<file path="src/rtl/generador_mdio_if.sv">
`default_nettype none
// ============================================================================
// Module      : generador_mdio_if
// Description : Host/PHY-facing bundle of the MDIO station-management controller.
//               The slave modport is the controller; master is the host side.
// Revision    : 1.0  initial release
// ============================================================================
interface generador_mdio_if;
    logic        MDIO_START;
    logic [31:0] T_DATA;
    logic        MDIO_IN;
    logic        MDC;
    logic        MDIO_OUT;
    logic        MDIO_OE;
    logic [15:0] RD_DATA;
    logic        DATA_RDY;
    logic        MDIO_DONE;
    logic        BUSY;

    modport master (
        output MDIO_START,
        output T_DATA,
        output MDIO_IN,
        input  MDC,
        input  MDIO_OUT,
        input  MDIO_OE,
        input  RD_DATA,
        input  DATA_RDY,
        input  MDIO_DONE,
        input  BUSY
    );

    modport slave (
        input  MDIO_START,
        input  T_DATA,
        input  MDIO_IN,
        output MDC,
        output MDIO_OUT,
        output MDIO_OE,
        output RD_DATA,
        output DATA_RDY,
        output MDIO_DONE,
        output BUSY
    );
endinterface
`default_nettype wire

</file>
<file path="src/rtl/generador_mdio.sv">
`default_nettype none
// ============================================================================
// Module      : generador_mdio
// Description : MDIO management frame generator; serialises a 32-bit frame on
//               MDC = CLK/2 and captures 16 read-data bits from the PHY.
// Revision    : 1.0  initial release
// ============================================================================
module generador_mdio (
    input  wire logic       CLK,
    input  wire logic       RESET,
    generador_mdio_if.slave bus
);

    typedef enum logic [1:0] {
        IDLE  = 2'd0,
        SHIFT = 2'd1,
        DONE  = 2'd2
    } state_t;

    localparam logic [6:0] c_LAST_DRIVEN_READ = 7'd27;  // low phase of bit 13
    localparam logic [6:0] c_FIRST_CAPTURE    = 7'd35;  // edge ending bit 16
    localparam logic [6:0] c_LAST_CYCLE       = 7'd64;  // high phase of bit 31

    state_t      r_state;
    logic [31:0] r_frame;
    logic        r_is_read;
    logic [5:0]  r_step;
    logic [15:0] r_cap;

    logic        r_mdc;
    logic        r_mdio_out;
    logic        r_mdio_oe;
    logic [15:0] r_rd_data;
    logic        r_data_rdy;
    logic        r_mdio_done;
    logic        r_busy;

    // w_n is the cycle number (1..64) whose outputs are being registered now;
    // odd cycles are MDC-low phases, even cycles are MDC-high phases.
    logic [6:0]  w_n;
    logic        w_low;
    logic        w_drive;

    assign w_n     = {1'b0, r_step} + 7'd1;
    assign w_low   = w_n[0];
    assign w_drive = !r_is_read || (w_n <= c_LAST_DRIVEN_READ);

    always_ff @(posedge CLK or negedge RESET) begin
        if (!RESET) begin
            r_state     <= IDLE;
            r_frame     <= 32'd0;
            r_is_read   <= 1'b0;
            r_step      <= 6'd0;
            r_cap       <= 16'd0;
            r_mdc       <= 1'b0;
            r_mdio_out  <= 1'b0;
            r_mdio_oe   <= 1'b0;
            r_rd_data   <= 16'd0;
            r_data_rdy  <= 1'b0;
            r_mdio_done <= 1'b0;
            r_busy      <= 1'b0;
        end else begin
            case (r_state)
                IDLE: begin
                    r_mdc       <= 1'b0;
                    r_mdio_out  <= 1'b0;
                    r_mdio_oe   <= 1'b0;
                    r_data_rdy  <= 1'b0;
                    r_mdio_done <= 1'b0;
                    r_busy      <= 1'b0;
                    if (bus.MDIO_START) begin
                        r_frame   <= bus.T_DATA;
                        r_is_read <= (bus.T_DATA[29:28] == 2'b10);
                        r_step    <= 6'd0;
                        r_cap     <= 16'd0;
                        r_state   <= SHIFT;
                    end
                end

                SHIFT: begin
                    r_step <= r_step + 6'd1;
                    r_mdc  <= ~w_low;
                    r_busy <= 1'b1;
                    if (w_low) begin
                        // Entering a low phase: present the next frame bit and
                        // sample the PHY bit that was held through the last high phase.
                        r_mdio_oe  <= w_drive;
                        r_mdio_out <= w_drive & r_frame[31];
                        r_frame    <= {r_frame[30:0], 1'b0};
                        if (r_is_read && (w_n >= c_FIRST_CAPTURE)) begin
                            r_cap <= {r_cap[14:0], bus.MDIO_IN};
                        end
                    end
                    if (w_n == c_LAST_CYCLE) begin
                        r_state <= DONE;
                    end
                end

                DONE: begin
                    // The edge leaving the final high phase samples bit 31 and
                    // publishes the completion outputs in the same cycle.
                    r_mdc       <= 1'b0;
                    r_mdio_out  <= 1'b0;
                    r_mdio_oe   <= 1'b0;
                    r_mdio_done <= 1'b1;
                    r_busy      <= 1'b1;
                    if (r_is_read) begin
                        r_rd_data  <= {r_cap[14:0], bus.MDIO_IN};
                        r_data_rdy <= 1'b1;
                    end
                    r_state <= IDLE;
                end

                default: begin
                    r_state <= IDLE;
                end
            endcase
        end
    end

    assign bus.MDC       = r_mdc;
    assign bus.MDIO_OUT  = r_mdio_out;
    assign bus.MDIO_OE   = r_mdio_oe;
    assign bus.RD_DATA   = r_rd_data;
    assign bus.DATA_RDY  = r_data_rdy;
    assign bus.MDIO_DONE = r_mdio_done;
    assign bus.BUSY      = r_busy;

endmodule
`default_nettype wire
</file>
<file path="src/flat_wrapper.sv">
// flat-port wrapper written by rule: the top's interface ports become plain ports
module generador_mdio_flat 
  (CLK, RESET, bus_MDIO_START, bus_T_DATA, bus_MDIO_IN, bus_MDC, bus_MDIO_OUT, bus_MDIO_OE, bus_RD_DATA, bus_DATA_RDY, bus_MDIO_DONE, bus_BUSY);
  generador_mdio_if bus_i ();
  input  wire logic CLK;
  input  wire logic RESET;
  input wire logic [$bits(bus_i.MDIO_START)-1:0] bus_MDIO_START;
  input wire logic [$bits(bus_i.T_DATA)-1:0] bus_T_DATA;
  input wire logic [$bits(bus_i.MDIO_IN)-1:0] bus_MDIO_IN;
  output wire logic [$bits(bus_i.MDC)-1:0] bus_MDC;
  output wire logic [$bits(bus_i.MDIO_OUT)-1:0] bus_MDIO_OUT;
  output wire logic [$bits(bus_i.MDIO_OE)-1:0] bus_MDIO_OE;
  output wire logic [$bits(bus_i.RD_DATA)-1:0] bus_RD_DATA;
  output wire logic [$bits(bus_i.DATA_RDY)-1:0] bus_DATA_RDY;
  output wire logic [$bits(bus_i.MDIO_DONE)-1:0] bus_MDIO_DONE;
  output wire logic [$bits(bus_i.BUSY)-1:0] bus_BUSY;
  assign bus_i.MDIO_START = bus_MDIO_START;
  assign bus_i.T_DATA = bus_T_DATA;
  assign bus_i.MDIO_IN = bus_MDIO_IN;
  assign bus_MDC = bus_i.MDC;
  assign bus_MDIO_OUT = bus_i.MDIO_OUT;
  assign bus_MDIO_OE = bus_i.MDIO_OE;
  assign bus_RD_DATA = bus_i.RD_DATA;
  assign bus_DATA_RDY = bus_i.DATA_RDY;
  assign bus_MDIO_DONE = bus_i.MDIO_DONE;
  assign bus_BUSY = bus_i.BUSY;
  generador_mdio u_core (.CLK(CLK), .RESET(RESET), .bus(bus_i));
endmodule
</file>
<file path="config.mk">
export PLATFORM = sky130hd
export DESIGN_NAME = generador_mdio_flat
export DESIGN_NICKNAME = d
export VERILOG_FILES = /design/src/rtl/generador_mdio_if.sv /design/src/rtl/generador_mdio.sv /design/src/flat_wrapper.sv
export SDC_FILE = /design/constraint.sdc
export NUM_CORES = 1
export LEC_CHECK = 0
export CORE_MARGIN = 3
export CORE_UTILIZATION = 35
export DETAILED_ROUTE_END_ITERATION = 10
export GPL_ROUTABILITY_DRIVEN = 0
export PLACE_DENSITY_LB_ADDON = 0.3
export SYNTH_ARGS = -nofsm -noshare
export SYNTH_HDL_FRONTEND = slang
export SYNTH_SLANG_ARGS = --single-unit
export TNS_END_PERCENT = 10
</file>
<file path="constraint.sdc">
create_clock -name CLK -period 3.05 [get_ports CLK]
set_input_delay 0.4575 -clock CLK [delete_from_list [all_inputs] [get_ports CLK]]
set_output_delay 0.4575 -clock CLK [all_outputs]
set_load 0.05 [all_outputs]
</file>
# Word-level counts from Yosys, hierarchy flattened
# Index checks and enable logic that the tools add are counted.
# classes
n_addsub,2
magnitude_cmp,2
n_reduce_logical,18
mux,21
eq_ne,9
bitwise,2
# ops
cell,n
2-to-1 mux 32 bit,2
case mux 32 bit (2 select lines),1
2-to-1 mux 15 bit,3
case mux 15 bit (2 select lines),1
case mux 1 bit (2 select lines),6
case mux 6 bit (2 select lines),1
AND reduction 2 bit,6
"inequality test 2 x 1 -> 1 bit, second input constant",4
nonzero test 2 bit,4
"adder 6 x 1 -> 7 bit, second input constant",1
"== test 7 bit, second input constant",1
"greater-or-equal comparator 7 x 6 -> 1 bit, second input constant",1
"<= comparator 7 x 5 -> 1 bit, second input constant",1
"adder 6 x 1 -> 6 bit, second input constant",1
2-to-1 mux 6 bit,1
"== test 2 bit, second input constant",2
2-to-1 mux 2 bit,2
case mux 2 bit (2 select lines),1
AND reduction 4 bit,1
OR reduction 2 bit,2
2-to-1 mux 1 bit,3
AND reduction 3 bit,1
"== test 2 x 1 -> 1 bit, second input constant",1
zero test 2 bit,1
other kinds (6),6
# word_totals
reg_bits,78
in_bits,36
wordCells,66
out_inout_bits,22

# Longest topological paths before layout
# depth
word_depth,6
mapped_depth,10
depth_no_buf,7

# Worst setup path after synthesis
# Ideal clock, no wire load.
# synth_path
path_kind,reg-to-reg
startpoint,register u_core.r_step[1]
endpoint,register u_core.r_cap[14]
required_time_ns,2.926
n_path_buf,1
stages_incl_launch_ff,9
setup_ns,0.124
slack_ns,1.024
period_less_slack_ns,2.026
arrival_time_ns,1.902
path_cell_list,dfrtp_1 ha_1 xnor2_1 o21ai_1 o32a_1 o211ai_2 buf_4 o41ai_1 or2_1
# synth_via
elab_chain_cells,5
# synth_rtl
element,line_no,rtl
"start, declared",generador_mdio.sv:27,logic [5:0] r_step;
"start signal, assigned",generador_mdio.sv:81,r_step <= r_step + 6'd1;
adder 6 x 1 -> 7 bit,generador_mdio.sv:44,"assign w_n = {1'b0, r_step} + 7'd1;"
greater-or-equal comparator 7 x 6 -> 1 bit,generador_mdio.sv:90,if (r_is_read && (w_n >= c_FIRST_CAPTURE)) begin
logical AND 1 bit,generador_mdio.sv:90,
inequality test 2 x 1 -> 1 bit (no line),-,
AND reduction 4 bit (no line),-,
"end signal, assigned",generador_mdio.sv:91,"r_cap <= {r_cap[14:0], bus.MDIO_IN};"
"end, declared",generador_mdio.sv:28,logic [15:0] r_cap;
# No other way between the ends.
# A chain may end at the register's enable or synchronous reset.

# Worst setup path after layout
# layout_path
startpoint,register u_core.r_step[0]
endpoint,register u_core.r_cap[14]
# layout_via
elab_chain_cells,5
elab_cells_between_ends,6
classes_between,add/sub: 1; order compare: 1; eq/ne: 2; reduce/logical: 2
# layout_rtl
element,line_no
adder 6 x 1 -> 7 bit *,generador_mdio.sv:44
greater-or-equal comparator 7 x 6 -> 1 bit,generador_mdio.sv:90
logical AND 1 bit,generador_mdio.sv:90
inequality test 2 x 1 -> 1 bit (no line),-
AND reduction 4 bit (no line) *,-
# Every way passes the cells marked *; elsewhere a longest branch is shown, timed or not.

==> results.md <==
* Synthesized area at 3775 um^2
* Switch Pwr at 1.677 mW
* First-pass GRT wire length at 13330 um
* Clock sink count at 78
* CP Class: register to register
* Post-CTS Setup Repair Bufs at 0
* Antenna cells at 0
* Syn Nets at 417
* Max H-tree Level at 3
* Initial antenna violation count at 0
* Largest net degree at the start of global routing at 79
* Grt ovf at 0
* Sequential share of power at 0.422
* Root Buffer: clkbuf_8
* Share of cells above drive strength 1 at 0.1082
* Max Buffers Root-to-Sink at 2
* Total Routed Length at 7761 um
* # hold bufs at CTS at 0
* Yosys top cell area share at 0.5171
* Flop2flop setup slack at 0.53 ns
* PortBufs at 57
* Sw Ratio at 0.4088
* Syn-to-layout area delta at 23.33%
* Fill count at 1002
* Seq/Total Area, Yosys at 0.5171
* Pint at 2.425 mW
* Post-synth cell types at 42
* Wire length per cell at 13.83 um
* DIE HEIGHT at 109.9 um
* Worst slack, placed at 0.5684 ns
* Async set or reset register ratio after synthesis at 1.000
* PnR worst setup slack at 0.5296 ns
* Cell with the most instances after synthesis: dfrtp_1
* Post-synth EDFFs at 0
* Antenna Violating Nets Remaining at 0
* Die area at 12070 um^2
* Fin. max-slew vios at 0
* Synth cell count leaders: 78 x dfrtp_1, 41 x a21oi_1, 38 x nor2_1
* Post-CTS sizing at 0
* Worst-Margin Slew at 0.9751 ns
* Status: completed
* Core region area at 10420 um^2
* Final setup viols at 0
* Initial Util at 0.3624
* Row count at 37
* Avg Inst Size Synth at 10.09 um^2
* RSZ-0062 raised after global routing: false
* DRC viols at 0
* Via count at 2856
* Leakage at 1.963 nW
* Min cycle time layout at 2.520 ns
* Combinational power share at 0.402
* Clock Power Share at 0.175
* Synth top area cells: dfrtp_1 52%, mux2i_1 8.8%, a21oi_1 5.4%
* Clk_skew at 0.01249 ns
* Startpoint types: register
* Fin. Hold Viols at 0
* Post-Route Setup TNS at 0 ns
* Ys flop type: dfrtp_1
* Worst hold-check path type: input pin to asynchronous set/reset pin
* Reg area at 1952 um^2
* TritonCTS Buffers at 9
* GRT Util Overall at 0.1397
* CP Capture Type: register
* Worst skew pair latency at 0.35 ns
* CTS tree: done
* Max Fanout on Critical Path at 30
* Reg2Reg Depth at 8
* Layout Nets at 463
* Iter 0 DRT Violations at 152
* Ys Warns at 0
* DP Wirelength at 5092 um
* Dpl cells at 545
* Number of global-route vias before repair at 2791
* CP required at 3.29 ns
* Post-Layout Cell Count at 561
* Cell Pwr Density at 881.1 nW/um^2
* Highest clock rate at 396.8 MHz
* Fin crit share at 0.8264
* Worst hold slack at 0.2634 ns
* Maxcap violations at 0
* Pre-antenna DRT Iters at 4
* Avg Vias per Cell at 5.091
* Post-Synthesis Cells at 374
* FF+latch count, synth at 78
* Pwr Total at 4.102 mW
* Leading area contributor after synthesis: dfrtp_1
* Clock-pin slew on the worst setup and hold paths at 0.09 ns
* Slew Limit Headroom at 0.3499
* Die X-Extent at 109.9 um
* Io pins at 58
* Multi-input gate area at 1687 um^2
* CP arrival at 2.76 ns
* IR drop worst, VDD at 0.0004991 V
[placed cells by master (no fill, tap or decap), drive strengths merged, types with 3 or more instances in the layout]
master         synthesis  routed
nor2                  38      38
nor3                   4       4
mux2i                 33      33
dfrtp                 78      78
clkdlybuf4s50          0      56
o211ai                16      16
a21boi                 3       3
clkinvlp               0       3
nand3                 31      31
mux2                  16      16
nand2                 32      32
o21ai                 12      12
inv                    9      10
ha                     7       7
nor2b                  3       3
clkbuf                17      10
a21oi                 42      42
buf                   10       6
[final timing paths]
check / start / to
worst min-delay path: RESET / u_core.bus.RD_DATA[11]
worst max-delay path: u_core.r_step[0] / u_core.r_cap[14]
worst max register to register: u_core.r_step[0] / u_core.r_cap[14]
worst min register to register: u_core.bus.RD_DATA[14] / u_core.bus.RD_DATA[14]
min in group CLK: u_core.bus.RD_DATA[14] / u_core.bus.RD_DATA[14]
max in group asynchronous: RESET / u_core.bus.RD_DATA[3]
[layout make-up]
| cell class | count | share of cell area |
|---|---|---|
| Clock inverter | 6 | 0.009675 |
| Tap cell | 136 | 0.03655 |
| Inverter | 9 | 0.007256 |
| Timing Repair Buffer | 62 | 0.1354 |
| Clock buffer | 10 | 0.02956 |
| Sequential cell | 78 | 0.4192 |
| Multi-Input combinational cell | 260 | 0.3623 |
[sequential cells by signal, summed over array words and instances (netlist names)]
name and flops:
u_core.r_step 6, u_core.r_state 2, u_core.bus.MDIO_OE 1, u_core.r_cap 15, u_core.r_frame 32, u_core.bus.MDC 1, u_core.bus.BUSY 1, u_core.bus.MDIO_DONE 1
u_core.bus.RD_DATA 16, u_core.r_is_read 1, u_core.bus.DATA_RDY 1, u_core.bus.MDIO_OUT 1
[layer usage]
metal  up-vias  routed length (um)  global-route usage
met2        61                3698              0.2162
met3         7                 491             0.05461
li1       1412                   -                   -
met4         0                  99             0.04541
met5         -                   0                   0
met1      1376                3472              0.1790
[stage by stage]
| step | area (um^2) | utilization |
|---|---|---|
| 2_1_floorplan | 3775 | - |
| 3_3_place_gp | 4473 | 0.4294 |
| 3_5_place_dp | 4473 | 0.4294 |
| 4_1_cts | 4656 | 0.4470 |
| 5_1_grt | 4656 | 0.4470 |
| 6_report | 4656 | 0.4470 |
[kinds of logic after synthesis]
| family | share of synthesized area |
|---|---|
| AND/OR/NAND/NOR | 0.1395 |
| flip-flops | 0.5171 |
| adder cells (fa/ha/maj) | 0.02320 |
| XOR/XNOR | 0.004641 |
| AO/OA/AOI/OAI | 0.1389 |
| buffers and inverters | 0.04143 |
| multiplexers | 0.1352 |
[worst max-delay path, stage by stage (launching register included)]
cell      delay [ns]
dfrtp_1         0.54
ha_1            0.36
xnor2_1         0.28
o21ai_1         0.14
o32a_1          0.31
o211ai_2        0.13
buf_4           0.31
mux2i_1         0.11
or2_1           0.22
[power groups by stage]
stage,sequential [mW],combinational (mW),clock [mW]
2_1_floorplan,1.71,1.23,0
3_3_place_gp,1.73,1.62,0
3_5_place_dp,1.75,1.67,0
4_1_cts,1.74,1.67,0.746
5_1_grt,1.80,1.85,0.790
6_report,1.73,1.65,0.719
Power figures use the tool's default switching activity.
